### src/rtl/reg_scoreboard.sv
// Dual-issue register hazard scoreboard for the Decode stage.
// Per-register pending-write counters gate issue of slots A and B against RAW/WAW hazards.
module reg_scoreboard #(
    parameter int CNT_W = 2
) (
    input  logic        clk,
    input  logic        reset,
    input  logic        validA,
    input  logic [4:0]  ra1A,
    input  logic [4:0]  ra2A,
    input  logic        regwrA,
    input  logic [4:0]  waA,
    input  logic        validB,
    input  logic [4:0]  ra1B,
    input  logic [4:0]  ra2B,
    input  logic        regwrB,
    input  logic [4:0]  waB,
    input  logic        advance,
    input  logic        wbEnA,
    input  logic [4:0]  wbAddrA,
    input  logic        wbEnB,
    input  logic [4:0]  wbAddrB,
    output logic        grantA,
    output logic        grantB,
    output logic [31:0] busy
);

    localparam int              NREG = 32;
    localparam int              SW   = CNT_W + 2;
    localparam logic [CNT_W-1:0] MAX = '1;

    typedef struct packed {
        logic [CNT_W-1:0] cnt;
        logic             underflow;
        logic             overflow;
    } cnt_upd_t;

    // Net change is computed in a wider field so that a negative or over-MAX
    // result is detected instead of wrapping.
    function automatic cnt_upd_t update_cnt(input logic [CNT_W-1:0] cur,
                                            input logic inc_a, input logic inc_b,
                                            input logic dec_a, input logic dec_b);
        cnt_upd_t         res;
        logic [SW-1:0]    up;
        logic [SW-1:0]    down;
        logic [SW-1:0]    net;
        up            = SW'(cur) + SW'(inc_a) + SW'(inc_b);
        down          = SW'(dec_a) + SW'(dec_b);
        net           = up - down;
        res.underflow = (up < down);
        res.overflow  = !res.underflow && (net > SW'(MAX));
        if (res.underflow) begin
            res.cnt = '0;
        end else if (res.overflow) begin
            res.cnt = MAX;
        end else begin
            res.cnt = CNT_W'(net);
        end
        return res;
    endfunction

    logic [CNT_W-1:0]                cnt_q [1:NREG-1];
    logic [CNT_W-1:0]                cnt_d [1:NREG-1];
    logic [NREG-1:0][CNT_W-1:0]      cnt_view;
    logic [NREG-1:1]                 underflow;
    logic [NREG-1:1]                 overflow;

    logic          sat_a;
    logic          sat_b;
    logic          pair_dep;
    logic          haz_a;
    logic          haz_b;
    logic          fire_a;
    logic          fire_b;
    logic [SW-1:0] b_need;

    // Register 0 has no counter; the flat view reads it as zero so address 0
    // can index it like any other register.
    always_comb begin
        cnt_view = '0;
        busy     = '0;
        for (int r = 1; r < NREG; r++) begin
            cnt_view[r] = cnt_q[r];
            busy[r]     = (cnt_q[r] != '0);
        end
    end

    // NOTE: every combinational output gets a default before any condition,
    // so no path leaves a variable unassigned and no latch is inferred.
    always_comb begin
        sat_a    = 1'b0;
        sat_b    = 1'b0;
        pair_dep = 1'b0;
        b_need   = '0;

        sat_a    = regwrA && (cnt_view[waA] == MAX);
        // B's write lands behind A's when both target the same register.
        b_need   = SW'(cnt_view[waB]) + SW'(regwrA && (waA == waB)) + SW'(1);
        sat_b    = regwrB && (waB != 5'd0) && (b_need > SW'(MAX));
        pair_dep = regwrA && (waA != 5'd0) && ((ra1B == waA) || (ra2B == waA));

        haz_a    = busy[ra1A] || busy[ra2A] || sat_a;
        haz_b    = busy[ra1B] || busy[ra2B] || pair_dep || sat_b;

        grantA   = validA && !haz_a;
        grantB   = validB && grantA && !haz_b;
        fire_a   = grantA && advance;
        fire_b   = grantB && advance;
    end

    always_comb begin
        for (int r = 1; r < NREG; r++) begin
            cnt_upd_t upd;
            upd = update_cnt(cnt_q[r],
                             fire_a && regwrA && (waA == 5'(r)),
                             fire_b && regwrB && (waB == 5'(r)),
                             wbEnA && (wbAddrA == 5'(r)),
                             wbEnB && (wbAddrB == 5'(r)));
            cnt_d[r]     = upd.cnt;
            underflow[r] = upd.underflow;
            overflow[r]  = upd.overflow;
        end
    end

    // NOTE: the counter array is real state that must start from zero, so every
    // entry is reset, and state updates use non-blocking assignment only.
    always_ff @(posedge clk or posedge reset) begin
        if (reset) begin
            for (int r = 1; r < NREG; r++) begin
                cnt_q[r] <= '0;
            end
        end else begin
            cnt_q <= cnt_d;
        end
    end

    // Retiring a register with no pending write is a protocol error from
    // Writeback; the counter holds at zero and the event is flagged.
    always_ff @(posedge clk) begin
        if (!reset) begin
            for (int r = 1; r < NREG; r++) begin
                assert (!underflow[r])
                    else $warning("reg_scoreboard: writeback underflow on r%0d", r);
                assert (!overflow[r])
                    else $error("reg_scoreboard: pending counter overflow on r%0d", r);
            end
        end
    end

endmodule

### config.mk
export PLATFORM = sky130hd
export DESIGN_NAME = reg_scoreboard
export DESIGN_NICKNAME = d
export VERILOG_FILES = /design/src/rtl/reg_scoreboard.sv
export SDC_FILE = /design/constraint.sdc
export NUM_CORES = 1
export LEC_CHECK = 0
export CAP_MARGIN = 10
export CORE_MARGIN = 1
export CORE_UTILIZATION = 25
export DETAILED_ROUTE_END_ITERATION = 8
export HOLD_SLACK_MARGIN = 0.1
export SLEW_MARGIN = 20
export SYNTH_ARGS = -nofsm -noshare
export SYNTH_HDL_FRONTEND = slang
export SYNTH_SLANG_ARGS = --single-unit
### constraint.sdc
create_clock -name clk -period 4.4 [get_ports clk]
set_input_delay 0.66 -clock clk [delete_from_list [all_inputs] [get_ports clk]]
set_output_delay 0.66 -clock clk [all_outputs]
set_load 0.05 [all_outputs]
==> run_results.csv, run 1 <==
group,metric,value,unit
status,status,"complete, but fails checks",
status,violations,"design-rule violations",
clock_tree,htree_levels,3,
timing,max_freq,230.2,MHz
die,coreArea,41110,sq um
global_route,antenna_found_initial,0,
worst_setup_path,criticalPathCategory,"primary input to flip-flop",
logic_synthesis,syn_nets,1444,
placed_design,place.gp.congestion,0.9460,
timing,fin_crit_sh,98.72,%
worst_setup_path,end_kind,"flip-flop",
timing,worst-slew-pin-transition,871.9,ps
worst_setup_path,crit_arrival,4630,ps
layout,final_common_cell,"buf_4",
clock_tree,insertion_delay,360,ps
global_route,grtUsageTotal,20.25,%
die,die_y,206.8,microns
die,initial_core_util,25.52,%
power_and_ir_drop,powerDensity,239.2,nW/um^2
global_route,grt_pass1_wl,64150,microns
power_and_ir_drop,power_frac_seq,23.6,%
power_and_ir_drop,vdd_drop_max,160.3,uV
placed_design,io_buffers,81,
layout,drive_gt1_share,42.92,%
power_and_ir_drop,sw_frac_of_total,42.83,%
layout,largest_register_ffs,62,
layout,multi_input_area,9382,sq um
layout,area_delta_synth_final,53.22,%
die,die_width,206.8,microns
timing,whs,822.1,ps
die,die_area,42780,sq um
logic_synthesis,yosysWarnings,0,
logic_synthesis,ys.flop_type,"dfrtp_1",
logic_synthesis,ys_top_cells_by_area,"fa_1, dfrtp_1, ha_1",
power_and_ir_drop,power.leakage,6.802,nW
drt,drc_errors,5,
timing,slew_headroom,41.79,%
timing,tns,0,ps
logic_synthesis,synth_edf_count,0,
worst_setup_path,required,4690,ps
layout,final.fill_count,4006,
timing,rsz0062_at_grt,"yes",
worst_setup_path,startpoint,"waA[1]",
worst_setup_path,cp-start-kind,"primary input",
clock_tree,path_clk_slew,50,ps
logic_synthesis,syn_avg_cell_area,8.905,sq um
drt,ant_nets,0,
logic_synthesis,synth_seq_cells,62,
placed_design,hpwl,32350,microns
die,ios,83,
drt,wire_per_inst,21.31,microns
layout,most-common-layout-cells,"buf_4, inv_1, nor2_1",
min_path,min_path_type,"primary input to async pin",
drt,vias_per_cell,5.213,
global_route,grt_max_degree,36,
worst_setup_path,critical_path.reg2reg.startpoint,"cnt_q[16]",
logic_synthesis,yosysUniqueCellTypes,67,
global_route,grt_overflow_total,0,
clock_tree,cts_tree,"done",
global_route,grt_pass1_vias,10780,
timing,skew,11.89,ps
logic_synthesis,synth_top_area_share,17.75,%
timing,setup_viol,0,
drt,drt_pre_antenna_iters,9,
logic_synthesis,synth.cell_area,10490,sq um
flow_run,maxCapViolCount,0,
logic_synthesis,synth-async-reset-ratio,100.0,%
logic_synthesis,seq_area_frac_synth,14.79,%
layout,regArea,1556,sq um
logic_synthesis,synth_cells,1178,
logic_synthesis,yosysTopAreaCell,"fa_1",
timing,maxSlewViolCount,0,
clock_tree,cts.sinks,62,
clock_tree,cts_buffers,9,
layout,top_regs,"cnt_q x62",
layout,fin_nets,1754,
clock_tree,cts_root_buffer,"clkbuf_16",
power_and_ir_drop,power_frac_comb,59.1,%
die,num_rows,74,
drt,drt_iter0_drc,768,
power_and_ir_drop,switchingPower,1.647,mW
power_and_ir_drop,internal-power,2.198,mW
clock_tree,cts_hold_buf,0,
clock_tree,clockBufferDepth,2,
layout,largest_register,"cnt_q",
timing,finalCriticalPeriod,4344,ps
timing,finalHoldViolCount,0,
worst_setup_path,worstPathMaxFanout,8,
drt,routed_wl,43120,microns
power_and_ir_drop,clock_power_share,17.3,%
layout,antenna_cells,0,
drt,vias,10550,
## cell families after synthesis
logic type	count (synthesis)	share of synthesized area, %
AO/OA/AOI/OAI	161	10.02
XOR/XNOR	15	1.252
adder cells (fa/ha/maj)	217	32.54
buffers and inverters	276	10.88
flip-flops	62	14.79
multiplexers	53	9.590
other	1	0.03575
AND/OR/NAND/NOR	393	20.90
## what timing repair did
action,in CTS,in global routing
buffers inserted,25,19
cloned,10,3
setup endpoints to repair,63,62
pin swaps,80,139
endpoints found under the hold margin,0,0
gates resized for setup,197,227
## power groups by stage
stage	registers (mW)	logic [mW]	clock network (mW)
after global placement	0.892	1.75	0
after detailed placement	0.896	1.79	0
after CTS	0.895	2.03	0.675
after global routing	0.930	2.45	0.699
after floorplan	0.936	0.920	0
final	0.909	2.27	0.664
## per-stage QoR
| step | cell area (sq um) | util (%) | total power, mW | worst slack (ps) | instances |
|---|---|---|---|---|---|
| floorplan | 10490 | - | 1.856 | 145.7 | 1178 |
| global route | 16070 | 39.10 | 4.080 | -94.61 | 2023 |
| finish | 16070 | 39.10 | 3.845 | 56.10 | 2023 |
| CTS | 15250 | 37.09 | 3.604 | 8.384 | 2008 |
| detailed placement | 13490 | 32.81 | 2.684 | -990.1 | 1963 |
| global placement | 13490 | 32.81 | 2.641 | -979.0 | 1963 |
## final timing paths
kind / to / slack (ps) / cells past startpoint
setup / recovery: cnt_q[18] / 60 / 22
hold / removal: cnt_q[3] / 820 / 2
setup reg to reg: cnt_q[18] / 60 / 20
hold reg to reg: cnt_q[5] / 880 / 3
max in group asynchronous: cnt_q[34] / 2590 / 3
min in group clk: cnt_q[5] / 880 / 3
## synth_stat cells (5+ instances only)
cell	instances
inv_1	219
ha_1	124
nor2_1	107
fa_1	93
a21oi_1	75
nand2_1	64
dfrtp_1	62
nor3_1	53
mux4_2	37
and3_1	32
o21a_1	31
nor4_2	29
nand3_1	27
clkbuf_1	18
buf_2	17
nor2b_1	15
a31oi_1	10
buf_4	10
mux2_2	10
nand3b_1	10
xor2_1	10
nand4_1	9
a2111oi_0	7
nand2b_1	7
nor3b_1	7
nor4_1	7
buf_6	6
mux2i_1	6
o211ai_1	6
buf_1	5
xnor2_1	5
## routing by layer
metal	vias to the layer above	GRT usage [%]	part of all wire, %
met4	0	8.186	4.4
met3	122	3.265	7.7
met5	-	0	0
met1	5278	25.99	40
li1	4643	-	-
met2	503	33.75	48
## cell type report
cell class | count | area share [%]
inverter | 219 | 5.130
clock inverter | 2 | 0.06228
sequential | 62 | 9.684
clock buffer | 12 | 1.534
timing repair buffer | 356 | 21.08
multi-input combinational | 840 | 58.37
tap | 532 | 4.141
## critical path, stage by stage
cell and delay (ps):
clkdlybuf4s15_2 250, buf_12 180, buf_4 150, nand4_1 70, o31ai_1 90, nor4_2 350, o31ai_4 160, a31oi_4 210
nand4_4 170, buf_12 180, buf_16 150, buf_12 140, nor4_4 280, fa_2 490, inv_2 70, ha_4 130
inv_4 30, fa_2 370, inv_2 70, ha_4 180, o21a_1 130, a21oi_2 120
(Power assumes the default switching activity.)
==> inputs of run 2 (changes only) <==
- CTS_BUF_LIST: default -> sky130_fd_sc_hd__clkbuf_4
- CTS_CLUSTER_DIAMETER: default -> 30
- HOLD_SLACK_MARGIN: 0.1 -> 0.03
==> run 2 against run 1 <==
Net effect:
- the flow finishes with violations (design-rule violations, negative setup slack)
- via count decreased by 1.1%
- hold slack got worse by 130 ps
- non-clock buffer count decreased by 9
- register-to-register slack got worse by 70 ps
- count of clock-buffer cells in the layout decreased by 1
- cell area decreased by 2.6%
- cell count decreased by 0.35%
- critical path type is now flip-flop to flip-flop
- critical endpoint is now cnt_q[8]
==> run_results.csv, run 2 (same netlist as run 1, synthesis figures left out) <==
group,metric,value,unit
timing,rsz0062_at_grt,"yes",
worst_setup_path,cp-start-kind,"flip-flop",
layout,largest_register_ffs,62,
timing,finalCriticalPeriod,4413,ps
drt,drc_errors,5,
drt,wire_per_inst,21.01,microns
die,num_rows,74,
layout,regArea,1556,sq um
layout,top_regs,"cnt_q x62",
layout,final.fill_count,4071,
clock_tree,cts_hold_buf,0,
timing,skew,24.53,ps
layout,most-common-layout-cells,"buf_4, inv_1, nor2_1",
layout,final_area,15650,sq um
placed_design,place.gp.congestion,0.9460,
status,status,"complete, but fails checks",
power_and_ir_drop,p_total,3.435,mW
timing,setup_viol,1,
placed_design,io_buffers,81,
timing,maxSlewViolCount,0,
worst_setup_path,r2r_end,"cnt_q[8]",
worst_setup_path,reg2reg_slack,-10,ps
worst_setup_path,required,4800,ps
power_and_ir_drop,powerDensity,219.5,nW/um^2
layout,fin_util,38.07,%
global_route,grt_pass1_wl,62540,microns
clock_tree,htree_levels,3,
die,coreArea,41110,sq um
die,ios,83,
die,die_y,206.8,microns
layout,multi_input_area,9153,sq um
placed_design,placed_cells,1963,
layout,fin_nets,1745,
timing,worst-slew-pin-transition,884.6,ps
clock_tree,insertion_delay,480,ps
layout,final_common_cell,"buf_4",
die,die_width,206.8,microns
worst_setup_path,criticalPathCategory,"flip-flop to flip-flop",
timing,fin_crit_sh,100.3,%
power_and_ir_drop,power.leakage,6.579,nW
timing,whs,687.9,ps
global_route,grt_overflow_total,0,
die,initial_core_util,25.52,%
drt,routed_wl,42360,microns
clock_tree,cts_buffers,9,
worst_setup_path,end_kind,"flip-flop",
layout,drive_gt1_share,40.01,%
power_and_ir_drop,vdd_drop_max,93.39,uV
worst_setup_path,crit_arrival,4810,ps
worst_setup_path,r2r_cells,20,
min_path,min_path_type,"primary input to async pin",
status,violations,"design-rule violations, negative setup slack",
drt,vias,10430,
drt,ant_nets,0,
global_route,grt_max_degree,36,
worst_setup_path,worstPathMaxFanout,6,
placed_design,placed_area,13490,sq um
drt,drt_iter0_drc,669,
placed_design,hpwl,32350,microns
flow_run,maxCapViolCount,0,
drt,vias_per_cell,5.173,
layout,area_delta_synth_final,49.19,%
timing,tns,-12.82,ps
clock_tree,cts_tree,"done",
clock_tree,path_clk_slew,120,ps
layout,fin_cells,2016,
global_route,grt_pass1_vias,10700,
layout,largest_register,"cnt_q",
clock_tree,clockBufferDepth,2,
worst_setup_path,critical_path.reg2reg.startpoint,"cnt_q[16]",
global_route,antenna_found_initial,2,
drt,drt_pre_antenna_iters,9,
timing,max_freq,226.6,MHz
global_route,grtUsageTotal,19.79,%
timing,slew_headroom,40.94,%
timing,fin_ws,-12.82,ps
clock_tree,cts_root_buffer,"clkbuf_4",
timing,finalHoldViolCount,0,
clock_tree,cts.sinks,62,
placed_design,pre_cts_slack,-990.1,ps
die,die_area,42780,sq um
## run 2: cell type report
cell class | count | area share, %
Clock buffer | 11 | 0.5277
Inverter | 219 | 5.269
Tap cell | 532 | 4.253
Multi-Input combinational cell | 840 | 58.48
Clock inverter | 3 | 0.08794
Timing Repair Buffer | 347 | 21.40
Sequential cell | 62 | 9.946
Antenna cell | 2 | 0.03198
## run 2: timing repair
action                                  CTS  global route
buffers inserted                         17            17
pin swaps                                54            79
endpoints found under the setup margin   63            63
gates cloned                              9             1
resized for setup                       128           217
## run 2: report_power, final
group | internal [mW] | leakage, nW | total (mW) | switching (mW)
combinational | 1.03 | 5.92 | 2.17 | 1.14
sequential | 0.728 | 0.598 | 0.902 | 0.174
clock | 0.119 | 0.0600 | 0.363 | 0.244
## run 2: layer usage
layer | global-route usage [%] | vias up | share of wire, %
li1 | - | 4625 | -
met1 | 24.77 | 5226 | 40
met2 | 31.73 | 468 | 47
met3 | 4.867 | 110 | 8.4
met4 | 9.619 | 0 | 4.5
met5 | 0 | - | 0
## run 2: how the worst max path moves through the flow
| stage | depth (start not counted) | end | start | slack (ps) |
|---|---|---|---|---|
| floorplan | 15 | cnt_q[16] | ra2B[0] | 150 |
| global route | 20 | cnt_q[8] | cnt_q[16] | -190 |
| finish | 20 | cnt_q[8] | cnt_q[16] | -10 |
| detailed placement | 21 | cnt_q[61] | waA[0] | -990 |
| global placement | 21 | cnt_q[60] | waA[0] | -980 |
| CTS | 19 | cnt_q[20] | waB[0] | 0.8 |
## run 2: critical path, stage by stage, from the launching register on
cell     delay [ps]
dfrtp_1         400
or2_4           300
buf_6           140
mux4_2          480
mux2i_1         160
mux2_4          160
a32o_2          190
nand4_4         160
buf_12          210
buf_12          130
buf_16          140
nor4_4          290
fa_1            470
inv_2           100
ha_4            130
inv_2            40
fa_2            330
inv_2            70
ha_4            190
o21a_1          120
a21oi_1         120
